## config.mk

```make
export PLATFORM = sky130hd
export DESIGN_NAME = board_cell_picker
export DESIGN_NICKNAME = d
export VERILOG_FILES = /design/src/rtl/board_pkg.sv /design/src/rtl/cell_index_decoder.sv /design/src/rtl/board_cell_picker.sv
export SDC_FILE = /design/constraint.sdc
export NUM_CORES = 1
export LEC_CHECK = 0
export CORE_UTILIZATION = 44
export DETAILED_ROUTE_END_ITERATION = 10
export GPL_TIMING_DRIVEN = 1
export HOLD_SLACK_MARGIN = 0.1
export PLACE_DENSITY = 0.69
export SYNTH_ARGS = -nofsm -noshare
export SYNTH_HDL_FRONTEND = slang
export SYNTH_SLANG_ARGS = --single-unit
```

## constraint.sdc

```tcl
create_clock -name clk -period 2.9 [get_ports clk]
set_clock_uncertainty 0.1 [all_clocks]
set_input_delay 0.29 -clock clk [delete_from_list [all_inputs] [get_ports clk]]
set_output_delay 0.29 -clock clk [all_outputs]
set_load 0.03 [all_outputs]
```

## src/rtl/board_pkg.sv

```systemverilog
// Shared constants, FSM state type and cell-index helpers
// for the board cell picker.
package board_pkg;

    localparam int BOARD_CELLS = 64;
    localparam int CELL_W      = 6;
    localparam int ROW_W       = 3;

    typedef enum logic [2:0] {
        S_IDLE   = 3'd0,
        S_REQ    = 3'd1,
        S_SAMPLE = 3'd2,
        S_CHECK  = 3'd3,
        S_FINISH = 3'd4
    } state_t;

    typedef struct packed {
        logic [ROW_W-1:0] row;
        logic [ROW_W-1:0] col;
    } cell_pos_t;

    // Upper bits of the index select the row, lower bits the column.
    function automatic cell_pos_t split_cell(input logic [CELL_W-1:0] idx);
        cell_pos_t p;
        p.row = idx[CELL_W-1:ROW_W];
        p.col = idx[ROW_W-1:0];
        return p;
    endfunction

endpackage

```

## src/rtl/cell_index_decoder.sv

```systemverilog
// Cell index to one-hot occupancy mask.
// Pure combinational; one bit per board cell.
module cell_index_decoder
    import board_pkg::*;
(
    input  logic [CELL_W-1:0]      idx,
    output logic [BOARD_CELLS-1:0] onehot
);

    localparam logic [BOARD_CELLS-1:0] ONE = BOARD_CELLS'(1);

    // Shift a single set bit into the selected cell position.
    assign onehot = ONE << idx;

endmodule

```

## src/rtl/board_cell_picker.sv

```systemverilog
// Places a requested number of distinct random cells on a
// 64-cell board, redrawing duplicates up to a retry limit.
module board_cell_picker
    import board_pkg::*;
#(
    parameter int MAX_CELLS   = 15,
    parameter int RETRY_LIMIT = 255
) (
    input  logic                   clk,
    input  logic                   rst,
    input  logic                   start,
    input  logic [3:0]             count,
    input  logic [CELL_W-1:0]      rand_val,
    output logic                   rand_req,
    output logic                   busy,
    output logic                   cell_valid,
    output logic [ROW_W-1:0]       cell_row,
    output logic [ROW_W-1:0]       cell_col,
    output logic [BOARD_CELLS-1:0] cell_map,
    output logic                   done,
    output logic                   err
);

    localparam int RW = $clog2(RETRY_LIMIT + 1);
    localparam logic [3:0]    MAX_CNT   = 4'(MAX_CELLS);
    localparam logic [RW-1:0] RETRY_MAX = RW'(RETRY_LIMIT);

    state_t                   state;
    logic [3:0]               target;
    logic [3:0]               placed;
    logic [RW-1:0]            retry;
    logic [CELL_W-1:0]        sample;
    logic                     abort;
    logic [BOARD_CELLS-1:0]   onehot;
    logic                     hit;
    cell_pos_t                pos;
    logic [3:0]               cnt_clamped;
    logic [3:0]               placed_inc;
    logic [RW-1:0]            retry_inc;

    cell_index_decoder u_dec (
        .idx    (sample),
        .onehot (onehot)
    );

    assign hit         = |(cell_map & onehot);
    assign pos         = split_cell(sample);
    assign cnt_clamped = (count > MAX_CNT) ? MAX_CNT : count;
    assign placed_inc  = placed + 4'd1;
    assign retry_inc   = retry + RW'(1);

    assign rand_req = (state == S_REQ);
    assign busy     = (state != S_IDLE);

    // Placement FSM: request, sample, check, then finish or redraw.
    always_ff @(posedge clk) begin
        if (rst) begin
            state      <= S_IDLE;
            target     <= '0;
            placed     <= '0;
            retry      <= '0;
            sample     <= '0;
            abort      <= 1'b0;
            err        <= 1'b0;
            done       <= 1'b0;
            cell_valid <= 1'b0;
            cell_row   <= '0;
            cell_col   <= '0;
            cell_map   <= '0;
        end else begin
            cell_valid <= 1'b0;
            done       <= 1'b0;
            unique case (state)
                S_IDLE: begin
                    if (start) begin
                        cell_map <= '0;
                        err      <= 1'b0;
                        abort    <= 1'b0;
                        target   <= cnt_clamped;
                        placed   <= '0;
                        retry    <= '0;
                        state    <= (cnt_clamped == 4'd0) ? S_FINISH : S_REQ;
                    end
                end
                S_REQ: begin
                    state <= S_SAMPLE;
                end
                S_SAMPLE: begin
                    sample <= rand_val;
                    state  <= S_CHECK;
                end
                S_CHECK: begin
                    if (hit) begin
                        retry <= retry_inc;
                        if (retry_inc == RETRY_MAX) begin
                            abort <= 1'b1;
                            state <= S_FINISH;
                        end else begin
                            state <= S_REQ;
                        end
                    end else begin
                        cell_map   <= cell_map | onehot;
                        cell_valid <= 1'b1;
                        cell_row   <= pos.row;
                        cell_col   <= pos.col;
                        placed     <= placed_inc;
                        retry      <= '0;
                        state      <= (placed_inc == target) ? S_FINISH : S_REQ;
                    end
                end
                S_FINISH: begin
                    done  <= 1'b1;
                    err   <= abort;
                    state <= S_IDLE;
                end
                default: begin
                    state <= S_IDLE;
                end
            endcase
        end
    end

endmodule
```

Word-level counts from Yosys, hierarchy flattened
Cells that the tools add are included.
{"block": "word_totals", "word_cells": 66, "output_inout_bits": 75, "ff_bits": 99, "inputBits": 13}
{"block": "classes", "n_lt_le_gt_ge": 1, "shifts": 1, "mux": 23, "bitwise_logic": 4, "addsub": 2, "n_reduce_logical": 13, "eq_ne": 10}
{"cell": "64-bit two-way mux", "n": 2}
{"cell": "64-bit case mux with 2 select lines", "n": 1}
{"cell": "64-bit AND", "n": 1}
{"cell": "64-bit bitwise OR", "n": 1}
{"cell": "64-bit OR reduction", "n": 1}
{"cell": "1-bit by 6-bit << shifter with 64-bit output (first input constant)", "n": 1}
{"cell": "8-bit two-way mux", "n": 2}
{"cell": "8-bit case mux with 2 select lines", "n": 1}
{"cell": "3-bit two-way mux", "n": 5}
{"cell": "4-bit two-way mux", "n": 3}
{"cell": "3-bit case mux with 4 select lines", "n": 1}
{"cell": "8-bit by 1-bit adder with 8-bit output (second input constant)", "n": 1}
{"cell": "8-bit == test (second input constant)", "n": 1}
{"cell": "2-bit != test (second input constant)", "n": 4}
{"cell": "4-bit case mux with 2 select lines", "n": 1}
{"cell": "2-bit AND reduction", "n": 4}
{"cell": "3-bit by 2-bit == test with 1-bit output (second input constant)", "n": 2}
{"cell": "1-bit two-way mux", "n": 5}
{"cell": "4-bit by 1-bit adder with 4-bit output (second input constant)", "n": 1}
{"cell": "4-bit == test", "n": 1}
{"cell": "4-bit greater-than comparator (second input constant)", "n": 1}
{"cell": "4-bit zero test", "n": 1}
{"cell": "1-bit case mux with 2 select lines", "n": 2}
{"cell": "4-bit AND reduction", "n": 1}
{"cell": "8 further kinds", "n": 10}

Depth between registers and ports, before layout
{"block": "logic_depth", "word_depth": 6, "ltp_mapped": 13, "depth_no_buf": 8}

By module
Synthesis repeated with hierarchy kept, for this count alone.
{"block": "hier_totals", "cells_unflattened": 466, "hier_area_um2": 4401.7}
{"mod": "board_cell_picker", "cells_each": 371, "area_per_inst_um2": 3923.8, "seq_area_each_um2": 1981.9, "n_inst": 1}
{"mod": "cell_index_decoder", "cells_each": 95, "area_per_inst_um2": 478.0, "seq_area_each_um2": 0.0, "n_inst": 1}

Worst setup path before layout
Ideal clock, no wire load.
{"block": "synth_path", "kind": "register -> register", "from": "register sample[0] (netlist: pos[0])", "to": "register placed[3]", "t_arrival_ps": 2491, "synth_period_minus_slack_ps": 2656, "setup_slack_ps": 244, "required_ps": 2735, "stages_incl_launch_ff": 12, "setup_time_ps": 65, "n_path_buf": 3, "cell_sequence": "dfxtp_1 buf_2 buf_4 mux2i_1 o2bb2ai_1 a222oi_1 nand4_1 nor4_4 and2_4 buf_8 mux2_1 nor2_1"}
{"block": "synth_via", "elab_chain_cells": 5}
{"element": "start, declared", "line_no": "board_cell_picker.sv:32", "rtl": "logic [CELL_W-1:0] sample;"}
{"element": "start signal, assigned", "line_no": "board_cell_picker.sv:89", "rtl": "sample <= rand_val;"}
{"element": "1-bit by 6-bit << shifter with 64-bit output", "line_no": "cell_index_decoder.sv:13", "rtl": "assign onehot = ONE << idx;"}
{"element": "64-bit AND", "line_no": "board_cell_picker.sv:46", "rtl": "assign hit = |(cell_map & onehot);"}
{"element": "64-bit OR reduction", "line_no": "board_cell_picker.sv:46"}
{"element": "2-bit != test (no line)"}
{"element": "3-bit AND reduction (no line)"}
{"element": "end signal, assigned", "line_no": "board_cell_picker.sv:106", "rtl": "placed <= placed_inc;"}
{"element": "end, declared", "line_no": "board_cell_picker.sv:30", "rtl": "logic [3:0] placed;"}
No other way between the ends.
A chain may end at the register's enable or synchronous reset.

Worst setup path after layout
{"block": "layout_path", "from": "register sample[5] (netlist: pos[5])", "to": "register cell_map[40]"}
{"block": "layout_via", "elab_chain_cells": 5, "word_cells_on_any_way": 8, "classes_between": "eq/ne: 1; shift: 1; mux: 2; bitwise: 2; reduce/logical: 2"}
{"element": "1-bit by 6-bit << shifter with 64-bit output *", "line_no": "cell_index_decoder.sv:13"}
{"element": "64-bit AND", "line_no": "board_cell_picker.sv:46"}
{"element": "64-bit OR reduction", "line_no": "board_cell_picker.sv:46"}
{"element": "2-bit != test (no line)"}
{"element": "3-bit AND reduction (no line)"}
{"element": "end signal, assigned", "line_no": "board_cell_picker.sv:102", "rtl": "cell_map <= cell_map | onehot;"}
{"element": "end, declared", "line_no": "board_cell_picker.sv:19", "rtl": "output logic [BOARD_CELLS-1:0] cell_map,"}
Mark *: on every way between the ends. The rest lies on a longest branch, timed or not. The select of a mux whose other input is x is not followed.

==> impl_metrics.csv <==
group,metric,value,unit
logic_synthesis,synthArstFlopShare,0,%
layout,area_delta_synth_final,33.3,%
die,initial_core_util,46.3,%
timing,slew_violations,0,
place,port_buffers,87,
worst_hold_path,hold_class,"reg -> reg",
clock_network,cts_made_buffers,9,
timing,fin_ws,0.0985,ns
grt,grt_pass1_wl,22200,um
setup_path,critPathArrivalTime,2.99,ns
logic_synthesis,synth_mux_area_share,6.22,%
clock_network,holdBufCountCts,0,
drt,routed_wl,14000,um
place,gp_congestion,0.931,
timing,finalCritPeriodShare,96.6,%
timing,rsz0062_at_grt,"false",
place,placed_cell_area,5850,um2
timing,setup_viol,0,
layout,fin_nets,664,
die,fp.dieH,104,um
logic_synthesis,synth_edf_count,0,
timing,worstMarginPinSlew,0.496,ns
layout,final_cell_count_no_fill,785,
logic_synthesis,synth_compound_area_share,16.9,%
logic_synthesis,yosys.area_share.xor_xnor,1.90,%
clock_network,clk_latency,0.37,ns
setup_path,worstSetupPathType,"reg -> reg",
power_and_ir_drop,leakage,2.17,nW
clock_network,cts_max_level,3,
drt,drtIter0Drc,280,
logic_synthesis,synth_top_flop_cell,"dfxtp_1",
layout,final_area,6140,um2
drt,avgRoutedWirePerCell,17.8,um
drt,num_vias,4403,
layout,final_common_cell,"dfxtp_1",
place,dp_worst_setup_slack,-0.0486,ns
setup_path,r2r_end,"cell_map[40]$_SDFFE_PP0P_",
layout,multi_input_area,2390,um2
die,ios,88,
logic_synthesis,syn-mean-instance-area,8.61,um2
setup_path,endpoint_kind,"flip-flop",
setup_path,ff2ff_path_depth,11,
drt,ant_nets,0,
logic_synthesis,ys_seq_area_share,43.0,%
logic_synthesis,synthSimpleGateAreaFrac,25.1,%
run,cap_violations,0,
drt,drt-pass1-iter-count,5,
worst_hold_path,whs_path_depth,2,
logic_synthesis,synth_seq_cells,99,
run_status,status,"completed",
place,dpl.hpwl,10200,um
clock_network,cts_tree,"done",
grt,grt_usage,26.0,%
timing,hold_slack,0.378,ns
die,rows,36,
timing,finalCriticalPeriod,2.80,ns
layout,mostFrequentLayoutCells,"94 x dfxtp_1, 88 x nor2_1, 87 x clkdlybuf4s50_1",
layout,drive_gt1_share,14.0,%
die,die_area,10900,um2
clock_network,cts_sinks,99,
place,placed_cells,766,
setup_path,rr_startpoint,"pos[5]$_SDFFE_PP0N_",
clock_network,cts_buffer_depth,2,
logic_synthesis,synth_fa_ha_area_share,0.815,%
power_and_ir_drop,p_per_area,428,nW/um2
drt,vias_per_cell,5.61,
layout,final_util,61.7,%
timing,finalHoldViolations,0,
clock_network,root_buffer,"clkbuf_8",
die,core_area,9950,um2
logic_synthesis,yosysWarnings,0,
worst_hold_path,holdCritStartpoint,"target[2]$_SDFFE_PP0P_",
grt,antenna_found_initial,0,
die,die_w,104,um
logic_synthesis,synthesis.area,4610,um2
setup_path,critical_path_required,3.08,ns
setup_path,startpoint_type,"flip-flop",
logic_synthesis,synth_nets,551,
logic_synthesis,synth_top_family_by_area,"simple AND/OR/NAND/NOR gates",
layout,fill_cells,899,
layout,n_antenna_cell,0,
drt,drc,0,
clock_network,path_clk_slew,0.09,ns
grt,first_global_vias,4160,
grt,grt_max_degree,34,
timing,max_slew_margin,66.7,%
worst_hold_path,min_to,"target[2]$_SDFFE_PP0P_",
setup_path,reg2reg_slack,0.1,ns
logic_synthesis,syn_inst,535,
layout,seq_area,2000,um2
timing,timing.fmax,357,MHz
grt,overflow,0,
logic_synthesis,ys_types,67,
setup_path,path_max_fanout,6,
power_and_ir_drop,vdd_drop_max,0.249,mV
[registers in the layout (all words and copies together) (netlist names)]
name        cells
done            1
cell_col        3
cell_map       64
retry           8
err             1
abort           1
target          4
pos             6
cell_row        3
state           3
cell_valid      1
placed          4
[cell families after synthesis]
logic type                 Yosys count
AOI/OAI and AO/OA                  116
and+or+nand+nor                    229
xor gates and xnor gates            10
adders and majority gates            3
buffers and inverters               50
muxes                               28
DFF                                 99
[through the flow]
stage / TNS [ns] / total power [mW]
6_report: 0 / 2.63
2_1_floorplan: 0 / 1.59
5_1_grt: 0 / 2.72
3_3_place_gp: 0 / 1.69
3_5_place_dp: -0.0972 / 1.69
4_1_cts: 0 / 2.64
[worst max path at each step]
| stage | from | endpoint | slack (ns) | cells past startpoint |
|---|---|---|---|---|
| 3_5_place_dp | pos[0]$_SDFFE_PP0N_ | cell_map[40]$_SDFFE_PP0P_ | -0.05 | 10 |
| 6_report | pos[5]$_SDFFE_PP0N_ | cell_map[40]$_SDFFE_PP0P_ | 0.1 | 11 |
| 2_1_floorplan | pos[0]$_SDFFE_PP0N_ | placed[3]$_SDFFE_PP0P_ | 0.24 | 11 |
| 5_1_grt | pos[5]$_SDFFE_PP0N_ | cell_map[4]$_SDFFE_PP0P_ | 0.01 | 11 |
| 3_3_place_gp | pos[5]$_SDFFE_PP0N_ | retry[3]$_SDFFE_PP0P_ | 0.04 | 11 |
| 4_1_cts | pos[5]$_SDFFE_PP0N_ | retry[3]$_SDFFE_PP0P_ | 0.006 | 11 |
[timing repair]
item,4_1_cts,5_1_grt
endpoints found under the hold margin,0,0
setup endpoints to repair,5,82
gates resized for setup,1,15
buffers inserted,0,4
pin swaps,0,4
[per-layer routing]
| layer | wire length, um | vias up | track usage, % | share of wire (%) |
|---|---|---|---|---|
| met5 | 0 | - | 0 | 0 |
| met4 | 300 | 0 | 9.90 | 2.1 |
| met3 | 830 | 26 | 3.32 | 5.9 |
| met2 | 6230 | 156 | 40.4 | 45 |
| met1 | 6630 | 2100 | 36.4 | 47 |
| li1 | - | 2121 | - | - |
[where the power goes]
group	switching [mW]	internal [mW]	total, mW	leakage (nW)
registers	0.0163	1.37	1.39	0.802
clock network	0.474	0.481	0.955	0.106
logic	0.171	0.116	0.287	1.26
total	0.662	1.97	2.63	2.17
[synth_stat cells, types with 9 or more instances]
master | n | area [um2]
a21oi_1 | 17 | 85.1
nand2_1 | 50 | 188
clkbuf_1 | 20 | 75.1
nand3_1 | 10 | 50.1
nor2_1 | 89 | 334
nor3_1 | 11 | 55.1
o21ai_0 | 9 | 45.0
o21a_1 | 21 | 158
a31oi_1 | 23 | 144
dfxtp_1 | 99 | 1980
mux2i_1 | 23 | 230
nor2b_1 | 9 | 56.3
o21ai_1 | 12 | 60.1
[worst max-delay path, cell delays in order (launching register included)]
cell	delay, ns
dfxtp_4	0.38
buf_4	0.15
buf_4	0.13
nand4_2	0.10
o32ai_1	0.09
a222oi_1	0.44
nand4_1	0.22
nor4_4	0.38
and2_4	0.28
nand3_4	0.11
buf_12	0.16
o31ai_2	0.17
[final cells by class]
type	count	area share, %
sequential	99	32.5
inverter	8	0.489
multi-input combinational	386	38.9
tap	133	2.71
clock buffer	10	2.08
timing repair buffer	144	22.0
clock inverter	5	1.28
No activity file was read; power rests on OpenSTA's default activity.
